<file path="src/rtl/sprite_pkg.sv">
// Shared geometry, animation constants and pixel types for the girl sprite fetch path.
package sprite_pkg;

  localparam int unsigned SPRITE_W   = 32;
  localparam int unsigned SPRITE_H   = 32;
  localparam int unsigned FRAMES     = 4;
  localparam int unsigned FRAME_HOLD = 6;

  localparam int unsigned ADDR_W  = $clog2(FRAMES * SPRITE_W * SPRITE_H);
  localparam int unsigned FRAME_W = (FRAMES > 1) ? $clog2(FRAMES) : 1;
  localparam int unsigned HOLD_W  = (FRAME_HOLD > 1) ? $clog2(FRAME_HOLD) : 1;
  localparam int unsigned COL_W   = (SPRITE_W > 1) ? $clog2(SPRITE_W) : 1;
  localparam int unsigned ROW_W   = (SPRITE_H > 1) ? $clog2(SPRITE_H) : 1;

  localparam logic [3:0] COLOR_KEY_IDX = 4'd0;

  typedef logic [9:0]        pix_coord_t;
  typedef logic signed [10:0] pix_delta_t;

endpackage

</file>
<file path="src/rtl/girl_anim_seq.sv">
// Walk-animation frame sequencer; frame and facing change only on frame_start.
module girl_anim_seq
  import sprite_pkg::*;
(
  input  logic               i_clk,
  input  logic               i_reset_n,
  input  logic               i_frame_start,
  input  logic               i_moving,
  input  logic               i_face_left,
  output logic [FRAME_W-1:0] o_frame,
  output logic               o_face_q
);

  localparam logic [HOLD_W-1:0]  HOLD_LAST  = HOLD_W'(FRAME_HOLD - 1);
  localparam logic [FRAME_W-1:0] FRAME_LAST = FRAME_W'(FRAMES - 1);

  logic [FRAME_W-1:0] r_frame;
  logic [HOLD_W-1:0]  r_hold;
  logic               r_face;

  always_ff @(posedge i_clk or negedge i_reset_n) begin
    if (!i_reset_n) begin
      r_frame <= '0;
      r_hold  <= '0;
      r_face  <= 1'b0;
    end else if (i_frame_start) begin
      r_face <= i_face_left;
      if (!i_moving) begin
        r_frame <= '0;
        r_hold  <= '0;
      end else if (r_hold == HOLD_LAST) begin
        r_hold  <= '0;
        r_frame <= (r_frame == FRAME_LAST) ? '0 : r_frame + 1'b1;
      end else begin
        r_hold <= r_hold + 1'b1;
      end
    end
  end

  assign o_frame  = r_frame;
  assign o_face_q = r_face;

endmodule

</file>
<file path="src/rtl/girl_sprite_fetch.sv">
// Sprite box test, ROM address generation and 3-cycle palette-index pipeline.
module girl_sprite_fetch
  import sprite_pkg::*;
(
  input  logic              i_clk,
  input  logic              i_reset_n,
  input  logic              i_frame_start,
  input  logic              i_moving,
  input  logic              i_face_left,
  input  pix_coord_t        i_sprite_x,
  input  pix_coord_t        i_sprite_y,
  input  pix_coord_t        i_draw_x,
  input  pix_coord_t        i_draw_y,
  input  logic              i_pix_en,
  output logic [ADDR_W-1:0] o_rom_addr,
  input  logic [3:0]        i_rom_data,
  output logic [3:0]        o_pal_index,
  output logic              o_pal_hit,
  output logic              o_pal_valid
);

  localparam logic [9:0]       SPRITE_W_C = 10'(SPRITE_W);
  localparam logic [9:0]       SPRITE_H_C = 10'(SPRITE_H);
  localparam logic [COL_W-1:0] COL_LAST   = COL_W'(SPRITE_W - 1);

  logic [FRAME_W-1:0] w_frame;
  logic               w_face;

  girl_anim_seq u_anim_seq (
    .i_clk         (i_clk),
    .i_reset_n     (i_reset_n),
    .i_frame_start (i_frame_start),
    .i_moving      (i_moving),
    .i_face_left   (i_face_left),
    .o_frame       (w_frame),
    .o_face_q      (w_face)
  );

  pix_delta_t        w_dx;
  pix_delta_t        w_dy;
  logic              w_in;
  logic [COL_W-1:0]  w_col;
  logic [ADDR_W-1:0] w_addr;

  // 11-bit signed deltas keep off-screen sprites from wrapping into the box.
  assign w_dx = $signed({1'b0, i_draw_x}) - $signed({1'b0, i_sprite_x});
  assign w_dy = $signed({1'b0, i_draw_y}) - $signed({1'b0, i_sprite_y});

  assign w_in = !w_dx[10] && (w_dx[9:0] < SPRITE_W_C) &&
                !w_dy[10] && (w_dy[9:0] < SPRITE_H_C);

  assign w_col  = w_face ? (COL_LAST - w_dx[COL_W-1:0]) : w_dx[COL_W-1:0];
  assign w_addr = ADDR_W'(w_frame) * ADDR_W'(SPRITE_W * SPRITE_H)
                + ADDR_W'(w_dy[ROW_W-1:0]) * ADDR_W'(SPRITE_W)
                + ADDR_W'(w_col);

  logic [ADDR_W-1:0] r_rom_addr;
  logic              r_in1;
  logic              r_v1;
  logic              r_in2;
  logic              r_v2;
  logic [3:0]        r_pal_index;
  logic              r_pal_hit;
  logic              r_pal_valid;

  // Valid bits advance every cycle; data registers only load on a valid slot.
  always_ff @(posedge i_clk or negedge i_reset_n) begin
    if (!i_reset_n) begin
      r_rom_addr  <= '0;
      r_in1       <= 1'b0;
      r_v1        <= 1'b0;
      r_in2       <= 1'b0;
      r_v2        <= 1'b0;
      r_pal_index <= COLOR_KEY_IDX;
      r_pal_hit   <= 1'b0;
      r_pal_valid <= 1'b0;
    end else begin
      r_v1 <= i_pix_en;
      if (i_pix_en) begin
        r_in1      <= w_in;
        r_rom_addr <= w_in ? w_addr : '0;
      end

      r_v2 <= r_v1;
      if (r_v1) begin
        r_in2 <= r_in1;
      end

      r_pal_valid <= r_v2;
      if (r_v2) begin
        r_pal_index <= r_in2 ? i_rom_data : COLOR_KEY_IDX;
        r_pal_hit   <= r_in2 && (i_rom_data != COLOR_KEY_IDX);
      end
    end
  end

  assign o_rom_addr  = r_rom_addr;
  assign o_pal_index = r_pal_index;
  assign o_pal_hit   = r_pal_hit;
  assign o_pal_valid = r_pal_valid;

endmodule

</file>
<file path="config.mk">
export PLATFORM = sky130hd
export DESIGN_NAME = girl_sprite_fetch
export DESIGN_NICKNAME = d
export VERILOG_FILES = /design/src/rtl/sprite_pkg.sv /design/src/rtl/girl_anim_seq.sv /design/src/rtl/girl_sprite_fetch.sv
export SDC_FILE = /design/constraint.sdc
export NUM_CORES = 1
export LEC_CHECK = 0
export ABC_AREA = 1
export BUFFER_PORTS_ARGS = -buffer_cell sky130_fd_sc_hd__buf_2
export CORE_ASPECT_RATIO = 0.75
export CORE_UTILIZATION = 53
export CTS_CLUSTER_SIZE = 20
export DETAILED_ROUTE_END_ITERATION = 8
export GPL_ROUTABILITY_DRIVEN = 0
export PLACE_DENSITY = 0.9
export SLEW_MARGIN = 5
export SYNTH_ARGS = -nofsm -noshare
export SYNTH_HDL_FRONTEND = slang
export SYNTH_HIERARCHICAL = 1
export SYNTH_SLANG_ARGS = --single-unit
</file>
<file path="constraint.sdc">
create_clock -name i_clk -period 1.59 [get_ports i_clk]
set_input_delay 0.0795 -clock i_clk [delete_from_list [all_inputs] [get_ports i_clk]]
set_output_delay 0.0795 -clock i_clk [all_outputs]
set_load 0.005 [all_outputs]
</file>
==> impl_metrics.ini <==
[clock_network]
cts_tree = yes
clockBufferDepth = 2
clock_sinks = 28
cts_root_buffer = clkbuf_8
htreeDepth = 1
clk_latency_ns = 0.28
numCtsBuffers = 3
clkTransAtPathRegs_ns = 0.10

[placement]
placedInstanceArea_um2 = 3060
place_hpwl_um = 4820
place_ws_ns = -0.395
numPortBuffers = 67

[layout]
final_common_cell = nand2_1
area_growth_pct = 36.7
multi_input_area_um2 = 1490
fill_cells = 288
nets = 518
drive_gt1_share_pct = 33.4
regArea_um2 = 701
final_cell_mix = 114 x nand2_1, 66 x buf_2, 59 x inv_1, 30 x buf_4, 28 x dfrtp_1
fin_area_um2 = 3260
num_antenna_cells = 0

[route]
vias = 2634
postRouteAntennaNets = 0
dr.pass1.iters = 7
drtIter0Drc = 187
wirelength_um = 6320
viasPerCell = 5.29
wire_per_inst_um = 12.7
drc = 0

[worst_setup_path]
cp.required_ns = 1.77
critPathCaptureType = register
r2r_cells = 6
crit_type = in2reg
r2r_slack_ns = 0.30
worst-path-stages = 14
cp_max_fo = 2
worstPathCellList = buf_8 -> inv_12 -> ha_4 -> inv_4 -> fa_2 -> nand3_4 -> nand2_4 -> xor2_2 -> ha_2 -> xnor2_2 -> xor2_1 -> inv_1 -> nand4_1 -> nand2_1
path_delay_family = adder cells
arrival_ns = 1.86
cp.buffers_inverters = 4
worstSetupStartpointType = primary input
slowest_stage = fa_2
max_stage_delay_ns = 0.37

[outcome]
status = finished with violations
violations = setup timing

[min_path]
hold_depth = 3
min_path_type = in2reg

[logic_synthesis]
synth-xor-area-share_pct = 5.14
synthMuxAreaShare_pct = 0.472
syn_nets = 414
synth_area_per_cell_um2 = 7.01
syn_area_um2 = 2380
synthFlopType = dfrtp_1
synth_compound_area_share_pct = 5.82
async_flop_share_pct = 100
yosysUniqueCellTypes = 29
synth_fa_ha_area_share_pct = 13.2
synth_top_family_by_area = simple AND/OR/NAND/NOR gates
yosysWarnings = 6
synth-seq-cells = 28
synthCells = 340
synth-edff-count = 0
synth-simple-area-share_pct = 34.1
yosysSeqAreaShare_pct = 29.4

[global_routing]
grt_start_max_net_pins = 29
antenna_found_initial = 0
grtUsageTotal_pct = 27.2
grt_pass1_vias = 2318
grt_pass1_wl_um = 10100
grt.overflow.total = 0

[timing]
hold_viol_final = 0
fin_skew_ns = 0.00263
tns_ns = -0.112
period_share_pct = 106
worst_slew_pin_slew_ns = 0.606
drv_slew = 0
setup_violations = 2
finalCriticalPeriod_ns = 1.69
rsz0062_at_grt = yes
timing.hold.ws_ns = 0.00264
relSlewSlack_pct = 59.6
setup_ws_ns = -0.0992
fmax_mhz = 592

[floorplanning]
ios = 68
core-area_um2 = 4180
dieArea_um2 = 4770
rows = 20
die_h_um = 60.1
initial_utilization_pct = 57.1
fp.dieW_um = 79.5

[flow_run]
drv_cap = 0

[pwr]
ir_worst_vdd_v = 0.000643
switching_share_pct = 33.3
power_density_nw_per_um2 = 673
combPwrFrac_pct = 38.8
leakagePower_nw = 1.98
internal-power_mw = 1.47
switchingPower_uw = 731
pwr-share-seq_pct = 35.6
clkPwrFrac_pct = 25.6
## worst min-delay path, stage by stage
cell and delay (ns):
buf_2 0.07, nand2_1 0.04, nand2_1 0.05
## flip-flops by register name (all words and copies together) (netlist names)
| register | flops |
|---|---|
| r_in2 | 1 |
| r_v1 | 1 |
| o_pal_index | 4 |
| r_in1 | 1 |
| o_rom_addr | 12 |
| o_pal_hit | 1 |
| u_anim_seq/o_face_q | 1 |
| o_pal_valid | 1 |
| u_anim_seq/o_frame | 2 |
| u_anim_seq/r_hold | 3 |
| r_v2 | 1 |
## power groups by stage
stage               clock [mW]  combinational (mW)  sequential [mW]
finish                   0.562               0.852            0.781
global route             0.591               0.940            0.787
CTS                      0.555               0.823            0.779
detailed placement           0               0.793            0.792
global placement             0               0.745            0.790
floorplan                    0               0.495            0.781
## area by class of cell
type,count,area share (%)
well taps,55,2.11
inverters,66,8.14
clock buffers,3,1.27
multi-input cells,241,45.7
flip-flops and latches,28,21.5
repair buffers,104,20.4
clock inverters,1,0.921
## through the flow
step / total power, mW / instances / utilization, %
6_report: 2.20 / 498 / 78.0
5_1_grt: 2.32 / 498 / 78.0
4_1_cts: 2.16 / 498 / 77.2
3_5_place_dp: 1.58 / 486 / 73.3
3_3_place_gp: 1.53 / 486 / 73.3
2_1_floorplan: 1.28 / 340 / -
## Yosys cell counts, drive strengths merged (3+ instances only)
master	count	area share, %
nand2	126	21
inv	66	10
dfrtp	28	29
ha	22	12
nand3	20	4.8
nand4	15	3.9
nor2	15	3.2
a21oi	14	3.3
xor2	9	3.3
xnor2	5	1.8
a22o	3	1.1
buf	3	1.2
## routing by layer
metal / up-vias / part of all wire (%) / global-route usage [%] / wire (µm)
li1: 1263 / - / - / -
met1: 1213 / 39 / 32.1 / 2490
met2: 139 / 52 / 54.5 / 3310
met3: 19 / 6.0 / 3.05 / 382
met4: 0 / 2.1 / 2.86 / 131
met5: - / 0 / 0 / 0
## path summary, 6_finish.rpt
check | startpoint | endpoint
max | i_draw_y[0] | o_rom_addr[11]$_DFFE_PN0P_
min | i_face_left | u_anim_seq/o_face_q$_DFFE_PN0P_
max reg2reg | u_anim_seq/o_frame[0]$_DFFE_PN0P_ | o_rom_addr[11]$_DFFE_PN0P_
min reg2reg | r_v1$_DFF_PN0_ | r_v2$_DFF_PN0_
max in group asynchronous | i_reset_n | o_rom_addr[3]$_DFFE_PN0P_
min in group asynchronous | i_reset_n | o_pal_index[1]$_DFFE_PN0P_
## timing repair
action / CTS / global route
endpoints found under the hold margin: 29 / 0
pin swaps: 8 / 0
resized for setup: 5 / 8
setup endpoints to repair: 13 / 13
setup buffers: 6 / 0
hold buffers: 2 / 0
gates cloned: 0 / 0
## cell families after synthesis
family,Yosys count
xor gates and xnor gates,14
AOI/OAI and AO/OA,22
and+or+nand+nor,180
buffers and inverters,71
DFF,28
adders and majority gates,24
muxes,1
Power figures use the tool's default switching activity.
